[config.mk]
export PLATFORM = sky130hd
export DESIGN_NAME = secret_accum_array_flat
export DESIGN_NICKNAME = d
export VERILOG_FILES = /design/src/rtl/secret_accum_array_if.sv /design/src/rtl/secret_accum_array.sv /design/src/flat_wrapper.sv
export SDC_FILE = /design/constraint.sdc
export NUM_CORES = 1
export LEC_CHECK = 0
export CAP_MARGIN = 20
export CORE_AREA = 5 5 185 169
export DETAILED_ROUTE_END_ITERATION = 10
export DIE_AREA = 0 0 190 174
export PLACE_DENSITY = 0.95
export SETUP_SLACK_MARGIN = 0.4
export SLEW_MARGIN = 5
export SYNTH_ARGS = -nofsm -noshare
export SYNTH_HDL_FRONTEND = slang
export SYNTH_SLANG_ARGS = --single-unit
[constraint.sdc]
create_clock -name clk -period 6.73 [get_ports clk]
set_input_delay 1.6825 -clock clk [delete_from_list [all_inputs] [get_ports clk]]
set_output_delay 1.6825 -clock clk [all_outputs]
set_load 0.01 [all_outputs]
[src/rtl/secret_accum_array_if.sv]
// rtl/secret_accum_array_if.sv - Signal bundle for the multi-channel accumulator and delay line
//
// master drives: accum_in, accum_en, accum_clear, accum_bypass, dly_in, dly_valid_in
// slave drives : accum_out, accum_bypass_out, overflow, dly_out, dly_valid_out, dly_pending
// Channel i of any NCH*WIDTH vector occupies bits [i*WIDTH +: WIDTH].
interface secret_accum_array_if #(
    parameter int WIDTH = 32,
    parameter int NCH   = 4,
    parameter int DEPTH = 3
);
    localparam int PW = $clog2(DEPTH + 1);

    logic [NCH*WIDTH-1:0] accum_in;
    logic [NCH-1:0]       accum_en;
    logic [NCH-1:0]       accum_clear;
    logic [NCH-1:0]       accum_bypass;
    logic [NCH*WIDTH-1:0] accum_out;
    logic [NCH*WIDTH-1:0] accum_bypass_out;
    logic [NCH-1:0]       overflow;
    logic [WIDTH-1:0]     dly_in;
    logic                 dly_valid_in;
    logic [WIDTH-1:0]     dly_out;
    logic                 dly_valid_out;
    logic [PW-1:0]        dly_pending;

    modport master (
        output accum_in, accum_en, accum_clear, accum_bypass, dly_in, dly_valid_in,
        input  accum_out, accum_bypass_out, overflow, dly_out, dly_valid_out, dly_pending
    );

    modport slave (
        input  accum_in, accum_en, accum_clear, accum_bypass, dly_in, dly_valid_in,
        output accum_out, accum_bypass_out, overflow, dly_out, dly_valid_out, dly_pending
    );
endinterface

[src/rtl/secret_accum_array.sv]
// rtl/secret_accum_array.sv - NCH independent WIDTH-bit accumulators plus a DEPTH-stage valid-tagged delay line
//
// Ports:
//   clk  - sole clock, all state updates on posedge
//   rst  - synchronous active-high reset
//   bus  - secret_accum_array_if.slave (accumulator controls/results, delay-line data/valid/pending)
// Build option:
//   SECRET_ACCUM_SAT_EN defined   -> accumulator saturates to all-ones on carry-out
//   SECRET_ACCUM_SAT_EN undefined -> accumulator wraps modulo 2^WIDTH
//   The sticky overflow flag behaves the same in both builds.
module secret_accum_array #(
    parameter int WIDTH = 32,
    parameter int NCH   = 4,
    parameter int DEPTH = 3
) (
    input  logic                  clk,
    input  logic                  rst,
    secret_accum_array_if.slave   bus
);
    localparam int PW = $clog2(DEPTH + 1);

    for (genvar g = 0; g < NCH; g++) begin : g_ch
        logic [WIDTH-1:0] acc_q, acc_d;
        logic             ovf_q, ovf_d;
        logic [WIDTH:0]   sum;
        logic [WIDTH-1:0] addend;

        assign addend = bus.accum_in[g*WIDTH +: WIDTH];
        // One extra bit so the carry-out is visible.
        assign sum    = {1'b0, acc_q} + {1'b0, addend};

        // Clear beats enable: the addend is dropped when both are set.
        always_comb begin
            acc_d = acc_q;
            ovf_d = ovf_q;
            if (bus.accum_clear[g]) begin
                acc_d = '0;
                ovf_d = 1'b0;
            end else if (bus.accum_en[g]) begin
                ovf_d = ovf_q | sum[WIDTH];
`ifdef SECRET_ACCUM_SAT_EN
                acc_d = sum[WIDTH] ? {WIDTH{1'b1}} : sum[WIDTH-1:0];
`else
                acc_d = sum[WIDTH-1:0];
`endif
            end
        end

        always_ff @(posedge clk) begin
            if (rst) begin
                acc_q <= '0;
                ovf_q <= 1'b0;
            end else begin
                acc_q <= acc_d;
                ovf_q <= ovf_d;
            end
        end

        assign bus.accum_out[g*WIDTH +: WIDTH]        = acc_q;
        assign bus.accum_bypass_out[g*WIDTH +: WIDTH] = bus.accum_bypass[g] ? addend : acc_q;
        assign bus.overflow[g]                        = ovf_q;
    end

    // Delay line: free-running shift of {valid, data}; data moves even when invalid.
    logic [DEPTH-1:0] dv_q, dv_d;
    logic [WIDTH-1:0] dd_q [DEPTH];
    logic [WIDTH-1:0] dd_d [DEPTH];
    logic [PW-1:0]    pend_q, pend_d;
    logic             beat_enter, beat_leave;

    assign beat_enter = bus.dly_valid_in;
    assign beat_leave = dv_q[DEPTH-1];

    always_comb begin
        dv_d    = dv_q;
        dd_d    = dd_q;
        dv_d[0] = bus.dly_valid_in;
        dd_d[0] = bus.dly_in;
        for (int s = 1; s < DEPTH; s++) begin
            dv_d[s] = dv_q[s-1];
            dd_d[s] = dd_q[s-1];
        end
        // Pending count tracks the valid popcount incrementally; entry and
        // exit on the same edge cancel out.
        pend_d = pend_q;
        if (beat_enter && !beat_leave) begin
            pend_d = pend_q + PW'(1);
        end else if (!beat_enter && beat_leave) begin
            pend_d = pend_q - PW'(1);
        end
    end

    always_ff @(posedge clk) begin
        if (rst) begin
            dv_q   <= '0;
            pend_q <= '0;
            for (int s = 0; s < DEPTH; s++) begin
                dd_q[s] <= '0;
            end
        end else begin
            dv_q   <= dv_d;
            dd_q   <= dd_d;
            pend_q <= pend_d;
        end
    end

    assign bus.dly_out       = dd_q[DEPTH-1];
    assign bus.dly_valid_out = dv_q[DEPTH-1];
    assign bus.dly_pending   = pend_q;
endmodule

[src/flat_wrapper.sv]
// flat-port wrapper written by rule: the top's interface ports become plain ports
module secret_accum_array_flat 
#(
    parameter int WIDTH = 32,
    parameter int NCH   = 4,
    parameter int DEPTH = 3
)
  (clk, rst, bus_accum_in, bus_accum_en, bus_accum_clear, bus_accum_bypass, bus_dly_in, bus_dly_valid_in, bus_accum_out, bus_accum_bypass_out, bus_overflow, bus_dly_out, bus_dly_valid_out, bus_dly_pending);
  secret_accum_array_if #(.WIDTH(WIDTH), .NCH(NCH), .DEPTH(DEPTH)) bus_i ();
  input  logic clk;
  input  logic rst;
  input wire logic [$bits(bus_i.accum_in)-1:0] bus_accum_in;
  input wire logic [$bits(bus_i.accum_en)-1:0] bus_accum_en;
  input wire logic [$bits(bus_i.accum_clear)-1:0] bus_accum_clear;
  input wire logic [$bits(bus_i.accum_bypass)-1:0] bus_accum_bypass;
  input wire logic [$bits(bus_i.dly_in)-1:0] bus_dly_in;
  input wire logic [$bits(bus_i.dly_valid_in)-1:0] bus_dly_valid_in;
  output wire logic [$bits(bus_i.accum_out)-1:0] bus_accum_out;
  output wire logic [$bits(bus_i.accum_bypass_out)-1:0] bus_accum_bypass_out;
  output wire logic [$bits(bus_i.overflow)-1:0] bus_overflow;
  output wire logic [$bits(bus_i.dly_out)-1:0] bus_dly_out;
  output wire logic [$bits(bus_i.dly_valid_out)-1:0] bus_dly_valid_out;
  output wire logic [$bits(bus_i.dly_pending)-1:0] bus_dly_pending;
  assign bus_i.accum_in = bus_accum_in;
  assign bus_i.accum_en = bus_accum_en;
  assign bus_i.accum_clear = bus_accum_clear;
  assign bus_i.accum_bypass = bus_accum_bypass;
  assign bus_i.dly_in = bus_dly_in;
  assign bus_i.dly_valid_in = bus_dly_valid_in;
  assign bus_accum_out = bus_i.accum_out;
  assign bus_accum_bypass_out = bus_i.accum_bypass_out;
  assign bus_overflow = bus_i.overflow;
  assign bus_dly_out = bus_i.dly_out;
  assign bus_dly_valid_out = bus_i.dly_valid_out;
  assign bus_dly_pending = bus_i.dly_pending;
  secret_accum_array #(.WIDTH(WIDTH), .NCH(NCH), .DEPTH(DEPTH)) u_core (.clk(clk), .rst(rst), .bus(bus_i));
endmodule
## Word level (Yosys, flattened, before mapping)

Index checks and enable logic that the tools add are counted.

- Bitwise gates (word level): 4
- Multiplexer cells: 6
- $add $sub $neg: 6
- Reductions and logical operators: 9

Operators with widths:

| operator | number |
|---|---|
| adder 32 x 32 -> 33 bit | 4 |
| 2-to-1 mux 32 bit | 4 |
| OR reduction 2 bit | 4 |
| 2-to-1 mux 2 bit | 2 |
| OR 1 bit | 4 |
| adder 2 x 1 -> 2 bit, second input constant | 1 |
| logical AND 1 bit | 2 |
| logical NOT 1 bit | 2 |
| nonzero test 2 bit | 1 |
| subtractor 2 x 1 -> 2 bit, second input constant | 1 |

- Word-level logic and storage cells: 38
- Register bits: 233
- Output and inout port bits: 295
- Input port bits: 175

## Logic depth before layout (Yosys ltp)

Gate-level depths: netlist of the first run.

- Depth in word-level cells: 4
- Depth in mapped cells: 11

## Least setup slack after synthesis of the first run

Ideal clock, no wire load.

- Path type: input to register
- From: in bus_accum_in[0]
- To: reg u_core.g_ch[0].acc_q[30]
- Data required time: 6.644 ns
- Path buffers: 0
- Arrival time: 4.242 ns
- Slack: 2.403 ns
- Library setup time: 0.086 ns
- Stages: 11
- Path through: ha_1 fa_1 a21oi_1 o22ai_1 o31a_1 a31o_1 a221o_1 a31o_1 o221a_1 xnor2_1 a211oi_1

- Word-level cells in the longest chain between the ends: 1

RTL lines:

| item | line | text |
|---|---|---|
| from (decl) | flat_wrapper.sv:12 | `input wire logic [$bits(bus_i.accum_in)-1:0] bus_accum_in;` |
| adder 32 x 32 -> 33 bit | secret_accum_array.sv:30 | `assign sum = {1'b0, acc_q} + {1'b0, addend};` |
| to (signal assigned) | secret_accum_array.sv:51 | `acc_q <= '0;` |
| to (signal assigned) | secret_accum_array.sv:54 | `acc_q <= acc_d;` |
| to (decl) | secret_accum_array.sv:23 | `logic [WIDTH-1:0] acc_q, acc_d;` |

Every way passes these cells.
A chain may end at the register's enable or synchronous reset.

## Final worst setup path of the first run

- From: in bus_accum_bypass[3]
- To: out bus_accum_bypass_out[120]

- Word-level cells in the longest chain between the ends: 1

RTL lines:

| item | line | text |
|---|---|---|
| from (decl) | flat_wrapper.sv:15 | `input wire logic [$bits(bus_i.accum_bypass)-1:0] bus_accum_bypass;` |
| 2-to-1 mux 32 bit | secret_accum_array.sv:60 | `assign bus.accum_bypass_out[g*WIDTH +: WIDTH] = bus.accum_bypass[g] ? addend : acc_q;` |
| to (decl) | flat_wrapper.sv:19 | `output wire logic [$bits(bus_i.accum_bypass_out)-1:0] bus_accum_bypass_out;` |

Every way passes these cells.

==> results of run 1 <==
## routing by layer
metal,wire length (um),track usage,vias up
li1,-,-,6922
met1,19700,0.346,6905
met2,24400,0.503,745
met3,4090,0.0556,167
met4,2290,0.121,0
met5,0,0,-
## layout by cell type, fill, tap and decap left out, types with 5 or more instances in the layout
cell	Yosys	final
nand4_1	16	16
o22ai_1	8	8
mux2_2	128	128
o21ai_0	84	84
clkbuf_16	0	26
inv_1	25	25
nand2_1	91	91
xor2_1	30	30
o21a_1	10	10
nand2b_1	8	8
a311oi_1	5	5
nor2b_1	106	106
o211ai_1	13	13
or2_2	7	7
a221oi_1	7	7
mux2i_1	77	77
nand3_1	30	30
a211oi_1	35	35
nor3b_1	5	5
nor3_1	18	18
and2_1	5	5
clkinv_2	0	7
clkdlybuf4s50_1	0	467
a31oi_1	12	12
or3_1	10	10
o21bai_1	16	16
nor2_1	155	155
a21o_1	50	50
ha_1	129	129
dfxtp_1	233	233
and3_1	22	22
buf_4	4	9
xnor2_1	74	74
a21oi_1	104	104
## per-stage QoR
stage | utilization | cell area, um^2 | instances
after floorplan | - | 15000 | 1674
after global placement | 0.678 | 19900 | 2473
after detailed placement | 0.678 | 19900 | 2473
after CTS | 0.707 | 20700 | 2520
after global routing | 0.707 | 20700 | 2520
final | 0.707 | 20700 | 2520
## worst min path at each step
stage	to	slack, ns
after floorplan	u_core.bus.dly_out[0]$_SDFF_PP0_	0.41
after global placement	u_core.dd_d[8]$_SDFF_PP0_	0.42
after detailed placement	u_core.dd_d[24]$_SDFF_PP0_	0.42
after CTS	u_core.dd_d[24]$_SDFF_PP0_	0.44
after global routing	u_core.dv_q[1]$_SDFF_PP0_	0.46
final	u_core.dd_d[24]$_SDFF_PP0_	0.44
## cell families (layout without fill, tap and decap cells)
group	Yosys count	after routing	synth area share
xor+xnor	104	104	0.0609
fa+ha+maj	133	133	0.113
compound gates	405	405	0.178
simple gates	486	486	0.160
buf+inv	108	551	0.0283
flops	233	233	0.312
mux	205	205	0.148
## registers in the layout, indices dropped and copies added (netlist names)
register / cells
u_core.bus.dly_pending: 2
u_core.bus.dly_out: 32
u_core.g_ch.acc_q: 128
u_core.g_ch.ovf_q: 4
u_core.dv_q: 3
u_core.dd_d: 64
## report_power, final
part           switching (uW)  internal (uW)
logic                     515            551
registers                60.3           1440
clock network             622            809
## layout make-up
cell class / count / share of cell area
clock inverter: 17 / 0.00886
inverter: 27 / 0.00488
clock buffer: 30 / 0.0326
sequential: 233 / 0.225
multi-input combinational: 1333 / 0.476
tap: 403 / 0.0243
timing repair buffer: 477 / 0.229
==> reports/results.ini, run 1 <==
[status]
outcome=complete, no violations

[sta]
relSlewSlack=0.306
period_needed_ns=5.48
grt_setup_unrepaired=no
fmax_mhz=183
period_share=0.814
clock-skew-final_ns=0.0257
tns_ns=0
worstMarginPinSlew_ns=1.04
finalSetupViolations=0
slew_violations=0
hold_viol_final=0
setup_ws_ns=1.25
holdWs_ns=0.437

[route]
antenna_left=0
dr.first_iter.drc_count=1155
wire_per_inst_um=20.0
first_pass_iters=5
wl_mm=50.5
route.detailed.drc=0
routed_via_density=5.85
num_vias=14700

[setup_path]
r2r_setup_slack_ns=3.19
worst_setup_path_start_kind=input pin
endpoint_kind=primary output
path_cells=clkdlybuf4s50_1 -> buf_4 -> mux2_2 -> clkdlybuf4s50_1
cp.buffers_inverters=3
slowest_delay_ns=0.86
cp_max_fo=19
timing.critical_path.mode_cell=clkdlybuf4s50_1
timing.rr.end=u_core.g_ch[0].acc_q[30]$_SDFFE_PP0P_
cp.arrival_ns=3.79
crit_type=in -> out
required_ns=5.05
crit_family=buffers and inverters
worst-path-stages=4
startpoint=bus_accum_bypass[3]
r2r-start=u_core.g_ch[0].acc_q[0]$_SDFFE_PP0P_
slowest_stage=clkdlybuf4s50_1
endpoint=bus_accum_bypass_out[120]
r2r_cells=11

[power_and_ir_drop]
power_density_mw_per_mm2=193
ir_worst_vdd_mv=0.219
power_leakage_uw=0.00877
power_uw=4000

[floorplanning]
die-area_mm2=0.0331
die_y_um=174
coreArea_mm2=0.0294
row_count=60
start_util=0.510
die_w_um=190
io_pins=470

[place]
dp_slack_ns=1.26
place_congestion=0.994
io_buffers=469
hpwl_mm=38.5

[cts]
cts_htree_levels=1
cts_buffer_depth=3
clockRootBuffer=clkbuf_16
cts-resized-gates=0
cts_tree=done
clkLatencyLatePin_ns=0.55
postCtsSetupRepairBufs=0
cts_sinks=233
cts_buffers=26
cts-hold-fix-buffers=0
clkTransAtPathRegs_ns=0.06

[synthesis]
synth_top_area_cell=dfxtp_1
syn_area_mm2=0.0150
synthTopCellsByCount=233 x dfxtp_1, 155 x nor2_1, 129 x ha_1
synth_edf_count=0
netlist.area_leader.share=0.312
synthFlopType=dfxtp_1
ys_types=70
async_reset_ff_frac=0
synth-seq-cells=233
synth.area.top_cells=dfxtp_1 31%, ha_1 11%, mux2_2 9.6%
synth.yosys.seq_area_share=0.312
synth_most_common_cell=dfxtp_1
synth_warnings=0
postSynthCellCount=1674
syn_avg_cell_area_um2=8.94
syn-num-nets=1982

[finish]
area.sequential_mm2=0.00466
fillers=1982
nets=2406
drive_above_1_share=0.0949
area_delta_synth_final_pct=38.7
multi_input_area_mm2=0.00987
num_antenna_cells=0

[flow_run]
drv_cap=0

[global_route]
grt_usage=0.288
antenna_found_initial=0
grt_pass1_wl_mm=79.2
grt-ovfl-total=0
grt_pass1_vias=14800
grt_max_degree=107

[worst_hold_path]
hp-start=u_core.dd_d[56]$_SDFF_PP0_
hold_path_class=reg -> reg
whs_path_depth=1

No activity file was read; power rests on OpenSTA's default activity.
==> run 2: changes to the inputs <==
--- a/config.mk
+++ b/config.mk
@@ -6,10 +6,10 @@
 export NUM_CORES = 1
 export LEC_CHECK = 0
 export CAP_MARGIN = 20
-export CORE_AREA = 5 5 185 169
+export CORE_AREA = 5 5 193 176
 export DETAILED_ROUTE_END_ITERATION = 10
-export DIE_AREA = 0 0 190 174
-export PLACE_DENSITY = 0.95
+export DIE_AREA = 0 0 198 181
+export PLACE_DENSITY = 0.93
 export SETUP_SLACK_MARGIN = 0.4
 export SLEW_MARGIN = 5
 export SYNTH_ARGS = -nofsm -noshare
==> constraint.sdc (replaced) <==
create_clock -name clk -period 5.2 [get_ports clk]
set_input_delay 1.3 -clock clk [delete_from_list [all_inputs] [get_ports clk]]
set_output_delay 1.3 -clock clk [all_outputs]
set_load 0.01 [all_outputs]
==> reports/results.ini, run 2 (synthesized netlist as in run 1, its figures left out) <==
[status]
outcome=complete, no violations

[sta]
holdWs_ns=0.436
grt_setup_unrepaired=no
relSlewSlack=0.347
clock-skew-final_ns=0.0218
period_needed_ns=4.40
worstMarginPinSlew_ns=0.979
fmax_mhz=227
tns_ns=0
slew_violations=0
hold_viol_final=0
period_share=0.846
finalSetupViolations=0

[route]
num_vias=14600
dr.first_iter.drc_count=995
wire_per_inst_um=19.9
wl_mm=50.3
antenna_left=0
first_pass_iters=5
route.detailed.drc=0
routed_via_density=5.77

[setup_path]
cp.arrival_ns=3.10
required_ns=3.90
worst_setup_path_start_kind=input pin
endpoint_kind=primary output
crit_type=in -> out
r2r_cells=11
cp_max_fo=32
timing.rr.end=u_core.g_ch[0].acc_q[30]$_SDFFE_PP0P_
r2r-start=u_core.g_ch[0].acc_q[0]$_SDFFE_PP0P_
r2r_setup_slack_ns=1.82

[place]
hpwl_mm=38.3
dp_cells=2486
place_congestion=0.966
io_buffers=469
place_area_mm2=0.0199

[cts]
clkTransAtPathRegs_ns=0.06
cts_buffer_depth=3
cts_htree_levels=1
cts-resized-gates=0
cts_sinks=233
cts_buffers=26
cts_tree=done
cts-hold-fix-buffers=0
postCtsSetupRepairBufs=0
clockRootBuffer=clkbuf_16
clkLatencyLatePin_ns=0.55

[global_route]
antenna_found_initial=2
top_usage_layer=met2
grt_max_degree=67
grt_util_met2=0.467
grt_usage=0.263
grt_pass1_vias=14700
grt-ovfl-total=0
grt_pass1_wl_mm=78.1
met3_usage=0.0568
met1_usage=0.318

[power_and_ir_drop]
p_int_uw=3810
power_density_mw_per_mm2=256
p_sw_uw=1530
pwr-share-seq=0.363
ir_worst_vdd_mv=0.294
p_clk_frac=0.379
switching_share=0.287
power_leakage_uw=0.00880
combPwrFrac=0.258
power_uw=5340

[finish]
registers.top_by_ff_count=u_core.g_ch.acc_q
nets=2406
drive_above_1_share=0.0945
multi_input_area_mm2=0.00987
instances_no_fill=2533
fillers=2374
largest_reg_flops=128
area.sequential_mm2=0.00466
final_cell_mix=467 x clkdlybuf4s50_1, 233 x dfxtp_1, 155 x nor2_1
final_common_cell=clkdlybuf4s50_1
area_delta_synth_final_pct=39.4
num_antenna_cells=0
stdcell_area_mm2=0.0209

[worst_hold_path]
hp-start=u_core.dd_d[32]$_SDFF_PP0_
hold_path_class=reg -> reg
whs_path_depth=1
min_to=u_core.dd_d[0]$_SDFF_PP0_

[floorplanning]
coreArea_mm2=0.0317
die-area_mm2=0.0358
die_y_um=181
io_pins=470
die_w_um=198
row_count=62
start_util=0.473

[flow_run]
drv_cap=0

==> run 2: worst max-delay path: stages <==
cell	delay, ns
clkdlybuf4s50_1	0.47
buf_4	0.39
mux2_2	0.43
clkdlybuf4s50_1	0.49
==> run 2: worst max path at each step <==
| stage | to | slack [ns] | startpoint | cells after the start |
|---|---|---|---|---|
| after detailed placement | u_core.g_ch[0].acc_q[30]$_SDFFE_PP0P_ | 0.49 | bus_accum_in[0] | 12 |
| after global placement | u_core.g_ch[0].acc_q[30]$_SDFFE_PP0P_ | 0.59 | bus_accum_in[0] | 12 |
| final | bus_accum_bypass_out[8] | 0.80 | bus_accum_bypass[0] | 4 |
| after global routing | bus_accum_bypass_out[8] | 0.76 | bus_accum_bypass[0] | 4 |
| after CTS | bus_accum_bypass_out[8] | 0.82 | bus_accum_bypass[0] | 4 |
| after floorplan | u_core.g_ch[0].acc_q[30]$_SDFFE_PP0P_ | 1.26 | bus_accum_in[0] | 11 |
==> run 2: power groups by stage <==
| stage | Sequential, uW | Clock, uW | Combinational, uW |
|---|---|---|---|
| 2_1_floorplan | 1980 | 0 | 758 |
| 3_3_place_gp | 1970 | 0 | 1320 |
| 3_5_place_dp | 1980 | 0 | 1350 |
| 4_1_cts | 1940 | 2050 | 1370 |
| 5_1_grt | 1950 | 2130 | 1480 |
| 6_report | 1940 | 2020 | 1380 |
==> run 2: stage by stage <==
step,setup slack [ns],utilization
after detailed placement,0.491,0.629
final,0.798,0.659
after CTS,0.822,0.659
after floorplan,1.26,-
after global routing,0.762,0.659
after global placement,0.589,0.629
==> run 2: layout make-up <==
| type | instances | share of cell area |
|---|---|---|
| clock inverter | 13 | 0.0109 |
| sequential | 233 | 0.224 |
| clock buffer | 34 | 0.0346 |
| inverter | 27 | 0.00486 |
| multi-input combinational | 1333 | 0.473 |
| tap | 416 | 0.0250 |
| timing repair buffer | 477 | 0.228 |
==> run 2: per-layer routing <==
layer,share of wire,up-vias
met1,0.39,6938
met3,0.078,111
met2,0.49,661
met5,0.00062,-
li1,-,6908
met4,0.033,4
==> run 3: changes to the inputs <==
==> constraint.sdc (replaced) <==
create_clock -name clk -period 4.17 [get_ports clk]
set_input_delay 1.0425 -clock clk [delete_from_list [all_inputs] [get_ports clk]]
set_output_delay 1.0425 -clock clk [all_outputs]
set_load 0.01 [all_outputs]
==> reports/results.ini, run 3 (synthesized netlist as in run 1, its figures left out) <==
[finish]
largest_reg_flops=128
nets=2424
area_delta_synth_final_pct=40.6
final_cell_mix=466 x clkdlybuf4s50_1, 233 x dfxtp_1, 155 x nor2_1
registers.top_by_ff_count=u_core.g_ch.acc_q
drive_above_1_share=0.107
final_common_cell=clkdlybuf4s50_1
stdcell_area_mm2=0.0210
fillers=2364

[setup_path]
crit_family=buffers and inverters
timing.critical_path.mode_cell=clkdlybuf4s50_1
cp.buffers_inverters=3
worst_setup_path_start_kind=input pin
required_ns=3.13
r2r-start=u_core.g_ch[0].acc_q[0]$_SDFFE_PP0P_
path_cells=clkdlybuf4s50_1 -> buf_12 -> mux2_2 -> clkdlybuf4s50_1
r2r_setup_slack_ns=1.07
slowest_stage=clkdlybuf4s50_1
endpoint_kind=primary output
slowest_delay_ns=0.51
cp_max_fo=32
r2r_cells=11
cp.arrival_ns=2.68
crit_type=in -> out
timing.rr.end=u_core.g_ch[0].acc_q[30]$_SDFFE_PP0P_
startpoint=bus_accum_bypass[0]

[sta]
finalSetupViolations=0
fmax_mhz=269
tns_ns=0
worstMarginPinSlew_ns=1.00
setup_ws_ns=0.448
grt_setup_unrepaired=yes
slew_violations=0
clock-skew-final_ns=0.00958
period_share=0.893
hold_viol_final=0
relSlewSlack=0.332
period_needed_ns=3.72

[place]
place_area_mm2=0.0201
dp_slack_ns=-0.211
hpwl_mm=38.7
io_buffers=469
place_congestion=0.976

[route]
route.detailed.drc=0
routed_via_density=5.80
wl_mm=50.9
first_pass_iters=8
antenna_left=0
wire_per_inst_um=20.0
dr.first_iter.drc_count=1090
num_vias=14800

[power_and_ir_drop]
power_density_mw_per_mm2=312
power_leakage_uw=0.00891
ir_worst_vdd_mv=0.308
power_uw=6570

[floorplanning]
row_count=62
die_y_um=181
die_w_um=198
die-area_mm2=0.0358
coreArea_mm2=0.0317
io_pins=470
start_util=0.473

[worst_hold_path]
min_to=u_core.dd_d[19]$_SDFF_PP0_
whs_path_depth=1
hp-start=u_core.dd_d[51]$_SDFF_PP0_
hold_path_class=reg -> reg

[flow_run]
drv_cap=0

[cts]
clockRootBuffer=clkbuf_16
cts_tree=done
cts_buffers=27
cts_sinks=233
clkLatencyLatePin_ns=0.55
cts_buffer_depth=3
clkTransAtPathRegs_ns=0.06
cts_htree_levels=1

[global_route]
grt-ovfl-total=0
grt_usage=0.265
grt_max_degree=94
grt_pass1_wl_mm=78.8
grt_pass1_vias=14700
antenna_found_initial=1

[status]
outcome=complete, no violations

==> run 3: worst reg2reg max path, cell delays in order (launching register included) <==
cell and delay (ns):
dfxtp_1 0.35, ha_2 0.22, fa_2 0.40, a21oi_4 0.18, o22ai_2 0.12, o31a_1 0.31
a31o_1 0.24, a221o_1 0.36, a31o_1 0.25, o221a_1 0.24, xnor2_1 0.13, a211oi_1 0.21
==> run 3: routing by layer <==
| metal | routed length (um) | global-route usage | vias to the layer above |
|---|---|---|---|
| met5 | 0 | 0 | - |
| met4 | 2090 | 0.0920 | 0 |
| met3 | 4450 | 0.0562 | 143 |
| met2 | 24600 | 0.462 | 759 |
| met1 | 19700 | 0.322 | 6939 |
| li1 | - | - | 6952 |
==> run 3: report_power, final <==
part           leakage (uW)  internal, uW  switching [uW]
clock              0.000433          1380            1010
sequential          0.00191          2330            93.7
combinational       0.00657           909             845
total               0.00891          4610            1950
==> run 3: metrics by stage <==
step / hold WS, ns / instances / util
floorplan: 0.414 / 1674 / -
global placement: 0.416 / 2502 / 0.634
detailed placement: 0.420 / 2502 / 0.634
CTS: 0.436 / 2549 / 0.663
global route: 0.452 / 2551 / 0.664
finish: 0.435 / 2551 / 0.664
==> run 3: how the worst max path moves through the flow <==
| stage | end | slack [ns] | depth (start not counted) |
|---|---|---|---|
| after CTS | u_core.g_ch[0].acc_q[30]$_SDFFE_PP0P_ | 0.43 | 12 |
| after detailed placement | u_core.g_ch[0].acc_q[30]$_SDFFE_PP0P_ | -0.21 | 12 |
| final | bus_accum_bypass_out[28] | 0.45 | 4 |
| after global placement | u_core.g_ch[0].acc_q[30]$_SDFFE_PP0P_ | -0.08 | 12 |
| after floorplan | u_core.g_ch[0].acc_q[30]$_SDFFE_PP0P_ | 0.48 | 11 |
| after global routing | u_core.g_ch[2].acc_q[30]$_SDFFE_PP0P_ | 0.37 | 12 |
==> run 3: final cells by class <==
cell class                 instances  area (um^2)  area share
timing repair buffer             494         4930       0.234
clock buffer                      33          728      0.0346
inverter                          27          101     0.00482
clock inverter                    14          163     0.00774
tap                              416          520      0.0248
sequential                       233         4660       0.222
antenna                            1         2.50    0.000119
multi-input combinational       1333         9920       0.472
==> run 3: timing repair <==
action | 4_1_cts | 5_1_grt
setup buffers | 0 | 1
setup endpoints to repair | 3 | 15
resized for setup | 2 | 11
hold buffers | 0 | 0
pin swaps | 0 | 3
